## src/rtl/matmul2x2_ctrl.sv

```systemverilog
// matmul2x2_ctrl
//   Sequences a 2x2 by 2x2 unsigned matrix multiply (2-bit elements) through
//   one shared external 2x2-bit multiplier. Each result element takes two
//   steps: a product load (t=0) and a product accumulate and write (t=1).
//   The whole matrix therefore takes 8 MUL cycles.
//
// Ports
//   clk        in   clock; all state changes on the rising edge
//   rst        in   synchronous active-high reset
//   in_valid   in   operand matrices presented
//   in_ready   out  controller can accept operands (IDLE, rst low)
//   a_mat      in   8   A packed {a11,a10,a01,a00}
//   b_mat      in   8   B packed {b11,b10,b01,b00}
//   mul_a      out  2   first operand to the shared multiplier
//   mul_b      out  2   second operand to the shared multiplier
//   mul_p      in   4   combinational product mul_a*mul_b
//   busy       out  high while in MUL
//   out_valid  out  c_mat holds a completed result (DONE)
//   out_ready  in   consumer accepts result
//   c_mat      out  4*ACC_W  C = A x B packed {c11,c10,c01,c00}
module matmul2x2_ctrl #(
  parameter int ACC_W = 5
) (
  input  logic               clk,
  input  logic               rst,
  input  logic               in_valid,
  output logic               in_ready,
  input  logic [7:0]         a_mat,
  input  logic [7:0]         b_mat,
  output logic [1:0]         mul_a,
  output logic [1:0]         mul_b,
  input  logic [3:0]         mul_p,
  output logic               busy,
  output logic               out_valid,
  input  logic               out_ready,
  output logic [4*ACC_W-1:0] c_mat
);

  typedef enum logic [1:0] {
    IDLE = 2'd0,
    MUL  = 2'd1,
    DONE = 2'd2
  } state_t;

  state_t             state_q;
  logic [2:0]         k_q;
  logic [3:0]         psum_q;
  logic [7:0]         a_q;
  logic [7:0]         b_q;
  logic [4*ACC_W-1:0] c_q;

  logic [1:0] e_s;
  logic       t_s;
  logic [1:0] op_a_s;
  logic [1:0] op_b_s;
  logic [4:0] sum_s;

  // Selects 2-bit element idx from a packed 2x2 matrix; idx = 2*row + col.
  function automatic logic [1:0] elem2(input logic [7:0] m, input logic [1:0] idx);
    case (idx)
      2'd0:    return m[1:0];
      2'd1:    return m[3:2];
      2'd2:    return m[5:4];
      2'd3:    return m[7:6];
      default: return 2'b00;
    endcase
  endfunction

  // Step decode: element e = {i,j} from k[2:1], term t from k[0].
  // The operands are a_{i,t} and b_{t,j}, taken from the registered matrices.
  always_comb begin
    e_s    = k_q[2:1];
    t_s    = k_q[0];
    op_a_s = elem2(a_q, {e_s[1], t_s});
    op_b_s = elem2(b_q, {t_s, e_s[0]});
    sum_s  = {1'b0, psum_q} + {1'b0, mul_p};
  end

  // Output decode from registered state. A high rst forces every handshake
  // and operand output low, even before the reset edge lands.
  always_comb begin
    in_ready  = 1'b0;
    busy      = 1'b0;
    out_valid = 1'b0;
    mul_a     = 2'b00;
    mul_b     = 2'b00;
    if (!rst) begin
      in_ready  = (state_q == IDLE);
      busy      = (state_q == MUL);
      out_valid = (state_q == DONE);
      if (state_q == MUL) begin
        mul_a = op_a_s;
        mul_b = op_b_s;
      end else begin
        mul_a = 2'b00;
        mul_b = 2'b00;
      end
    end else begin
      in_ready = 1'b0;
    end
  end

  assign c_mat = c_q;

  // Controller FSM together with its operand, step and result registers.
  always_ff @(posedge clk) begin
    if (rst) begin
      state_q <= IDLE;
      k_q     <= 3'd0;
      psum_q  <= 4'd0;
      a_q     <= 8'h00;
      b_q     <= 8'h00;
      c_q     <= '0;
    end else begin
      case (state_q)
        IDLE: begin
          if (in_valid) begin
            a_q     <= a_mat;
            b_q     <= b_mat;
            k_q     <= 3'd0;
            state_q <= MUL;
          end
        end
        MUL: begin
          k_q <= k_q + 3'd1;
          if (!t_s) begin
            psum_q <= mul_p;
          end else begin
            // The maximum sum is 9+9=18, so 5 bits always hold it.
            c_q[e_s*ACC_W +: ACC_W] <= ACC_W'(sum_s);
          end
          if (k_q == 3'd7) begin
            state_q <= DONE;
          end
        end
        DONE: begin
          if (out_ready) begin
            state_q <= IDLE;
          end
        end
        default: state_q <= IDLE;
      endcase
    end
  end

endmodule

```

## config.mk

```make
export PLATFORM = sky130hd
export DESIGN_NAME = matmul2x2_ctrl
export DESIGN_NICKNAME = d
export VERILOG_FILES = /design/src/rtl/matmul2x2_ctrl.sv
export SDC_FILE = /design/constraint.sdc
export NUM_CORES = 1
export LEC_CHECK = 0
export CORE_MARGIN = 4
export CORE_UTILIZATION = 49
export CTS_CLUSTER_SIZE = 16
export DETAILED_ROUTE_END_ITERATION = 8
export PLACE_DENSITY = 0.85
export SYNTH_ARGS = -nofsm -noshare
export SYNTH_HDL_FRONTEND = slang
export SYNTH_SLANG_ARGS = --single-unit
```

## constraint.sdc

```tcl
create_clock -name clk -period 2.71 [get_ports clk]
set_input_delay 0.542 -clock clk [delete_from_list [all_inputs] [get_ports clk]]
set_output_delay 0.542 -clock clk [all_outputs]
set_load 0.03 [all_outputs]
```

==> run_results.csv, run 1 <==
group,metric,value,unit
yosys,synth.avg_cell_area,9.18,um^2
clocking,cts_inserted_buffers,5,
yosys,synth.yosys.seq_area_share,42.5,%
critical_path,worst-setup-path-type,"flop to output pin",
min_path,whs_endpoint,"a_q[7]$_SDFFE_PP0P_",
pwr,p_seq_share,52.2,%
critical_path,worstPathRequired,2.17,ns
clocking,ctsRootBufferMaster,"sky130_fd_sc_hd__clkbuf_8",
floorplan,floorplan.initialDensity,51.9,%
critical_path,setup.worst_path.end_class,"output pin",
global_route,globalRouteOverflowTotal,0,
yosys,multiplexer_area_fraction_after_synthesis,4.48,%
timing,finalMaxSlewViolations,0,
critical_path,critical_path.top_delay_family,"compound AO/OA/AOI/OAI gates",
flow_run,drv_cap,0,
timing,clock.fmax,400,MHz
pwr,share_clk_of_total_power,34.6,%
floorplan,placementRows,23,
final_layout,mostFrequentLayoutCells,"sky130_fd_sc_hd__dfxtp_1 (44), sky130_fd_sc_hd__clkdlybuf4s50_1 (43), sky130_fd_sc_hd__nand2_1 (40), sky130_fd_sc_hd__a21oi_1 (28), sky130_fd_sc_hd__nor2_1 (27)",
clocking,clkLatencyLatePin,0.30,ns
yosys,synth-simple-area-share,24.8,%
outcome,run_status,"finished clean",
route,via_per_inst,5.43,
route,routed_wirelength,4.86,mm
yosys,synth_cell_types,35,
pwr,cellPowerDensity,490,mW/mm^2
placement,numPortBuffers,50,
global_route,antenna_found_initial,0,
timing,worst_setup_skew_after_layout,0.00975,ns
floorplan,fp.dieH,73.8,um
clocking,cts_buffer_depth,2,
min_path,worst_hold_path_type,"flop to flop",
placement,placed_cells,322,
yosys,synth_adder_area_share,9.20,%
min_path,hold_depth,2,
timing,hold_violations,0,
critical_path,worst_path_largest_cell_delay,0.40,ns
floorplan,pin_count,51,
clocking,post_cts_hold_buffer_count,0,
clocking,clk_pin_slew,0.09,ns
route,detailedRoute.firstIterationViolations,115,
route,drt_pre_antenna_iters,4,
critical_path,cp.buffers_inverters,2,
yosys,synthesis.nets,270,
final_layout,design_area,0.00272,mm^2
yosys,yosys.area_share.xor_xnor,0.413,%
min_path,hp-start,"a_q[7]$_SDFFE_PP0P_",
timing,period_needed,2.50,ns
timing,setup_total_negative_slack,0,ns
route,total_via_count_after_detailed_routing,1793,
placement,place.gp.congestion,0.814,
critical_path,rr_startpoint,"k_q[2]$_SDFFE_PP0P_",
yosys,synthesis.instances,231,
clocking,cts_sinks,45,
clocking,tritoncts,"yes",
yosys,synth_compound_area_share,14.3,%
clocking,cts_resized,0,
pwr,p_sw_share,25.1,%
timing,rsz_0062_raised_after_global_routing,"no",
pwr,net-switching-power,0.000335,W
global_route,grt_pass1_wl,8.07,mm
final_layout,number_of_standard_cells_in_the_layout_taps_in_and_fillers_out,330,
pwr,p_comb_share,13.2,%
placement,half_perimeter_wire_length_after_placement,3.44,mm
timing,timing.final.crit_share,92.1,%
final_layout,area_growth,28.4,%
global_route,grt_start_max_net_pins,46,
pwr,p_int,0.000998,W
timing,endpoints_failing_setup,0,
timing,slew-limit-headroom,64.4,%
global_route,gr-usage-all-layers,19.2,%
final_layout,utilization,66.6,%
route,drt.antenna.violating_nets,0,
critical_path,timing.reg2reg.setup_slack,0.54,ns
critical_path,critPathSlowestCell,"sky130_fd_sc_hd__dfxtp_1",
final_layout,antenna-diode-count,0,
critical_path,critPathLaunchType,"flop",
placement,dpl_cell_area,0.00262,mm^2
final_layout,share_of_post_route_cells_with_drive_strength_above_1,10.0,%
critical_path,critPathArrivalTime,1.95,ns
yosys,synth_top_family_by_area,"simple AND/OR/NAND/NOR gates",
timing,timing_worst_slew_pin_value,0.534,ns
final_layout,count_of_filler_cells_inserted_in_the_layout,353,
critical_path,worst-path-max-fanout,6,
critical_path,worst-r2r-cell-count,6,
pwr,vdd_ir_max,0.000371,V
yosys,ys_seq_elements,45,
final_layout,layout.cells.most_common,"sky130_fd_sc_hd__dfxtp_1",
critical_path,r2r_end,"c_mat[13]$_SDFFE_PP0P_",
timing,whs,0.453,ns
floorplan,die-area,0.00544,mm^2
critical_path,worstPathCellList,"buf_4 > ha_1 > a222oi_1 > nor2_1 > a21oi_1 > nor2_1 > buf_4",
global_route,vias_in_the_first_global_route,1815,
final_layout,finish.net_count,318,
floorplan,core_area,0.00409,mm^2
floorplan,die_width,73.8,um
clocking,post_cts_setup_bufs,0,
route,post_drt_wl_per_cell,14.7,um
yosys,synth-warning-count,0,
pwr,power.static_leakage,1.11,nW
clocking,cts_htree_levels,2,
route,post-route-drc-count,0,
yosys,synthesis.area,0.00212,mm^2
[routing by layer]
layer | GRT usage, % | vias to the layer above | routed length, um | share of wire, %
li1 | - | 891 | - | -
met1 | 22.1 | 845 | 2030 | 42
met2 | 32.4 | 52 | 2500 | 51
met3 | 5.75 | 5 | 274 | 5.6
met4 | 8.85 | 0 | 50 | 1.0
met5 | 0 | - | 0 | 0
[cell families (layout without fill, tap and decap cells)]
family	after synthesis	after routing
buf+inv	17	66
flops	45	45
simple gates	97	97
xor+xnor	1	1
fa+ha+maj	15	15
compound gates	49	49
mux	7	7
[sequential cells by signal, indices dropped and copies added (netlist names)]
register and count:
c_mat 20, state_q 2, k_q 3, b_q 8, a_q 8, psum_q 4
[power groups by stage]
| stage | clock network, W | registers, W | logic, W |
|---|---|---|---|
| finish | 0.000462 | 0.000696 | 0.000175 |
| global route | 0.000507 | 0.000699 | 0.000192 |
| CTS | 0.000472 | 0.000696 | 0.000176 |
| detailed placement | 0 | 0.000712 | 0.000173 |
| global placement | 0 | 0.000710 | 0.000170 |
| floorplan | 0 | 0.000710 | 0.000108 |
[cell type report]
cell class                      count  area (um^2)  area share (%)
Sequential cell                    45          902            33.1
Inverter                            5         18.8           0.689
Clock buffer                        7         96.3            3.54
Timing Repair Buffer               53          505            18.6
Tap cell                           50         62.6            2.30
Multi-Input combinational cell    169         1130            41.5
Clock inverter                      1         8.76           0.322
[Yosys cell counts]
master | number | area share [%]
sky130_fd_sc_hd__a21boi_0 | 1 | 0.35
sky130_fd_sc_hd__a21o_1 | 2 | 0.71
sky130_fd_sc_hd__a21oi_1 | 28 | 6.6
sky130_fd_sc_hd__a222oi_1 | 2 | 0.94
sky130_fd_sc_hd__a22oi_1 | 15 | 5.3
sky130_fd_sc_hd__and2_1 | 2 | 0.59
sky130_fd_sc_hd__and3b_2 | 2 | 0.94
sky130_fd_sc_hd__buf_1 | 1 | 0.18
sky130_fd_sc_hd__buf_2 | 1 | 0.24
sky130_fd_sc_hd__buf_4 | 1 | 0.35
sky130_fd_sc_hd__buf_6 | 1 | 0.53
sky130_fd_sc_hd__clkbuf_1 | 6 | 1.1
sky130_fd_sc_hd__clkbuf_8 | 1 | 0.65
sky130_fd_sc_hd__dfxtp_1 | 45 | 42
sky130_fd_sc_hd__dlygate4sd1_1 | 1 | 0.41
sky130_fd_sc_hd__fa_1 | 1 | 0.94
sky130_fd_sc_hd__ha_1 | 14 | 8.3
sky130_fd_sc_hd__inv_1 | 5 | 0.89
sky130_fd_sc_hd__mux2i_1 | 5 | 2.4
sky130_fd_sc_hd__mux4_2 | 2 | 2.1
sky130_fd_sc_hd__nand2_1 | 40 | 7.1
sky130_fd_sc_hd__nand2b_1 | 1 | 0.30
sky130_fd_sc_hd__nand3_1 | 1 | 0.24
sky130_fd_sc_hd__nand3b_1 | 3 | 1.1
sky130_fd_sc_hd__nand4b_2 | 1 | 0.71
sky130_fd_sc_hd__nand4b_4 | 3 | 3.4
sky130_fd_sc_hd__nor2_1 | 27 | 4.8
sky130_fd_sc_hd__nor2b_1 | 5 | 1.5
sky130_fd_sc_hd__nor2b_2 | 1 | 0.41
sky130_fd_sc_hd__nor3_1 | 2 | 0.47
sky130_fd_sc_hd__nor3b_1 | 4 | 1.4
sky130_fd_sc_hd__o21bai_1 | 1 | 0.35
sky130_fd_sc_hd__or3b_1 | 4 | 1.7
sky130_fd_sc_hd__or4_1 | 1 | 0.35
sky130_fd_sc_hd__xor2_1 | 1 | 0.41
[worst register-to-register path: stages (launching register included)]
cell,delay [ns]
sky130_fd_sc_hd__dfxtp_1,0.51
sky130_fd_sc_hd__inv_1,0.14
sky130_fd_sc_hd__ha_1,0.35
sky130_fd_sc_hd__nor3b_1,0.29
sky130_fd_sc_hd__nor2b_1,0.32
sky130_fd_sc_hd__or3b_1,0.39
sky130_fd_sc_hd__a21oi_1,0.12
[per-stage QoR]
stage	setup WS (ns)	power, W
after global placement	0.399	0.000880
after detailed placement	0.297	0.000885
after CTS	0.0808	0.00134
after global routing	0.0852	0.00140
final	0.213	0.00133
after floorplan	0.700	0.000819
[worst max-delay path by stage]
stage | start | to | depth (start not counted)
finish | k_q[0]$_SDFFE_PP0P_ | mul_b[1] | 7
global route | k_q[0]$_SDFFE_PP0P_ | mul_b[1] | 7
CTS | k_q[1]$_SDFFE_PP0P_ | mul_b[1] | 7
detailed placement | mul_p[0] | c_mat[9]$_SDFFE_PP0P_ | 7
global placement | mul_p[0] | c_mat[14]$_SDFFE_PP0P_ | 7
floorplan | rst | out_valid | 2
No activity file was read; power rests on OpenSTA's default activity.
==> run 2, diff against run 1 <==
- CAP_MARGIN: unset -> 5
==> results of run 2 <==
The final DEF is identical to that of run 1; final timing and power are the same.
==> run 3, diff against run 2 <==
- clock period: 2.71 -> 2.3 ns (I/O delays scaled with it)
==> run 3 against run 2 <==
- die area unchanged
- critical path depth down 3
- worst setup slack worse by 0.11 ns
- power up 16%
- via count down 0.73%
- largest cell class unchanged
- largest power group unchanged
==> run_results.csv, run 3 (synthesis gave the netlist of run 1 again) <==
group,metric,value,unit
route,routed_wirelength,4.79,mm
placement,placed_cells,325,
global_route,antenna_found_initial,0,
min_path,hp-start,"c_mat[12]$_SDFFE_PP0P_",
floorplan,core_area,0.00409,mm^2
pwr,p_seq_share,53.5,%
placement,half_perimeter_wire_length_after_placement,3.47,mm
pwr,p_sw_share,25.6,%
critical_path,timing.reg2reg.setup_slack,0.31,ns
timing,endpoints_failing_setup,0,
critical_path,worst-r2r-cell-count,6,
global_route,vias_in_the_first_global_route,1770,
route,post_drt_wl_per_cell,14.4,um
route,drt.antenna.violating_nets,0,
placement,place.gp.congestion,0.828,
floorplan,pin_count,51,
clocking,clkLatencyLatePin,0.30,ns
critical_path,cp.buffers_inverters,1,
route,drt_pre_antenna_iters,5,
global_route,grt_start_max_net_pins,46,
critical_path,critPathArrivalTime,1.74,ns
global_route,grt_pass1_wl,7.88,mm
pwr,power.static_leakage,1.12,nW
flow_run,drv_cap,0,
timing,timing.final.crit_share,95.7,%
pwr,p_comb_share,13.3,%
floorplan,die_width,73.8,um
clocking,clk_pin_slew,0.08,ns
critical_path,rr_startpoint,"k_q[1]$_SDFFE_PP0P_",
floorplan,die-area,0.00544,mm^2
timing,period_needed,2.20,ns
pwr,vdd_ir_max,0.000384,V
route,total_via_count_after_detailed_routing,1780,
pwr,p_int,0.00115,W
critical_path,origin_of_the_worst_setup_path,"state_q[0]$_SDFFE_PP0P_",
final_layout,area_growth,29.0,%
timing,rsz_0062_raised_after_global_routing,"no",
route,detailedRoute.firstIterationViolations,156,
final_layout,mostFrequentLayoutCells,"sky130_fd_sc_hd__dfxtp_1 (44), sky130_fd_sc_hd__clkdlybuf4s50_1 (43), sky130_fd_sc_hd__nand2_1 (40), sky130_fd_sc_hd__a21oi_1 (28), sky130_fd_sc_hd__nor2_1 (27)",
critical_path,setup.worst_path.end_class,"output pin",
clocking,ctsRootBufferMaster,"sky130_fd_sc_hd__clkbuf_8",
clocking,cts_htree_levels,2,
timing,setup_total_negative_slack,0,ns
min_path,whs_endpoint,"c_mat[12]$_SDFFE_PP0P_",
clocking,tritoncts,"yes",
placement,numPortBuffers,50,
timing,timing_worst_slew_pin_value,0.594,ns
pwr,net-switching-power,0.000395,W
clocking,cts_sinks,45,
floorplan,placementRows,23,
final_layout,largest_reg_flops,20,
route,via_per_inst,5.35,
critical_path,critical_path.top_delay_family,"flip-flops",
critical_path,critPathLaunchType,"flop",
final_layout,antenna-diode-count,0,
clocking,cts_buffer_depth,2,
timing,slew-limit-headroom,60.3,%
critical_path,r2r_end,"c_mat[13]$_SDFFE_PP0P_",
final_layout,final-seq-area,902,um^2
min_path,worst_hold_path_type,"flop to flop",
final_layout,layout.cells.most_common,"sky130_fd_sc_hd__dfxtp_1",
final_layout,number_of_standard_cells_in_the_layout_taps_in_and_fillers_out,333,
critical_path,worstPathCellList,"nor2b_1 > nand2b_1 > nor2b_1 > buf_4",
global_route,globalRouteOverflowTotal,0,
critical_path,worst_path_largest_cell_delay,0.70,ns
route,post-route-drc-count,0,
clocking,post_cts_hold_buffer_count,0,
outcome,run_status,"finished clean",
critical_path,worst-setup-path-type,"flop to output pin",
timing,clock.fmax,454,MHz
floorplan,fp.dieH,73.8,um
clocking,cts_inserted_buffers,5,
clocking,cts_resized,0,
final_layout,count_of_filler_cells_inserted_in_the_layout,343,
min_path,hold_depth,2,
timing,finalMaxSlewViolations,0,
final_layout,finish.net_count,321,
critical_path,critPathSlowestCell,"sky130_fd_sc_hd__dfxtp_1",
pwr,cellPowerDensity,563,mW/mm^2
critical_path,worst-path-max-fanout,11,
final_layout,multiInputGateArea,0.00113,mm^2
final_layout,share_of_post_route_cells_with_drive_strength_above_1,11.0,%
floorplan,floorplan.initialDensity,51.9,%
critical_path,cell_repeated_most_along_the_worst_path,"sky130_fd_sc_hd__nor2b_1",
clocking,post_cts_setup_bufs,0,
global_route,gr-usage-all-layers,18.8,%
timing,worst_setup_skew_after_layout,0.00620,ns
pwr,share_clk_of_total_power,33.3,%
timing,hold_violations,0,
critical_path,worstPathRequired,1.84,ns
-- run 3: cell count changes in the layout (fill, tap and decap cells not counted) --
cell and change:
sky130_fd_sc_hd__clkbuf_8 -1, sky130_fd_sc_hd__inv_6 -1, sky130_fd_sc_hd__clkinv_2 +1, sky130_fd_sc_hd__buf_4 +3, sky130_fd_sc_hd__clkinv_4 +1
-- run 3: power by group through the flow --
stage | Clock (W) | Combinational (W) | Sequential, W
floorplan | 0 | 0.000128 | 0.000837
global placement | 0 | 0.000200 | 0.000841
detailed placement | 0 | 0.000204 | 0.000843
CTS | 0.000529 | 0.000206 | 0.000825
global route | 0.000561 | 0.000225 | 0.000828
finish | 0.000513 | 0.000204 | 0.000825
-- run 3: how the worst max path moves through the flow --
stage / endpoint / depth (start not counted) / slack [ns]
after global routing: mul_b[1] / 7 / 0.003
final: mul_a[1] / 4 / 0.1
after global placement: c_mat[9]$_SDFFE_PP0P_ / 7 / 0.08
after floorplan: c_mat[18]$_SDFFE_PP0P_ / 5 / 0.32
after detailed placement: c_mat[4]$_SDFFE_PP0P_ / 7 / 0.02
after CTS: mul_b[1] / 7 / 0.005
-- run 3: per-layer routing --
layer	global-route usage [%]	routed length, um	vias to the layer above
met1	22.8	2050	823
met3	4.92	280	5
met5	0	0	-
met4	6.44	62	0
met2	31.9	2400	54
li1	-	-	898
-- run 3: layout make-up --
type	instances	area share [%]
Clock buffer	6	3.02
Clock inverter	2	0.503
Inverter	5	0.686
Multi-Input combinational cell	169	41.2
Sequential cell	45	33.0
Tap cell	50	2.29
Timing Repair Buffer	56	19.3
-- run 3: worst reg2reg max path: cells and delay by family, from the launching register on --
kind | cells | cell delay [ns]
AOI/OAI and AO/OA | 1 | 0.12
adders and majority gates | 1 | 0.34
and+or+nand+nor | 3 | 1.04
buffers and inverters | 1 | 0.10
DFF | 1 | 0.33
-- run 3: per-stage QoR --
stage	power, W	utilization (%)	hold slack (ns)	worst slack (ns)	cell area [um^2]
6_report	0.00154	67.0	0.455	0.0988	2740
5_1_grt	0.00161	67.0	0.480	0.00293	2740
4_1_cts	0.00156	66.9	0.460	0.00504	2740
3_5_place_dp	0.00105	64.6	0.448	0.0176	2640
3_3_place_gp	0.00104	64.6	0.441	0.0778	2640
2_1_floorplan	0.000965	-	0.433	0.325	2120
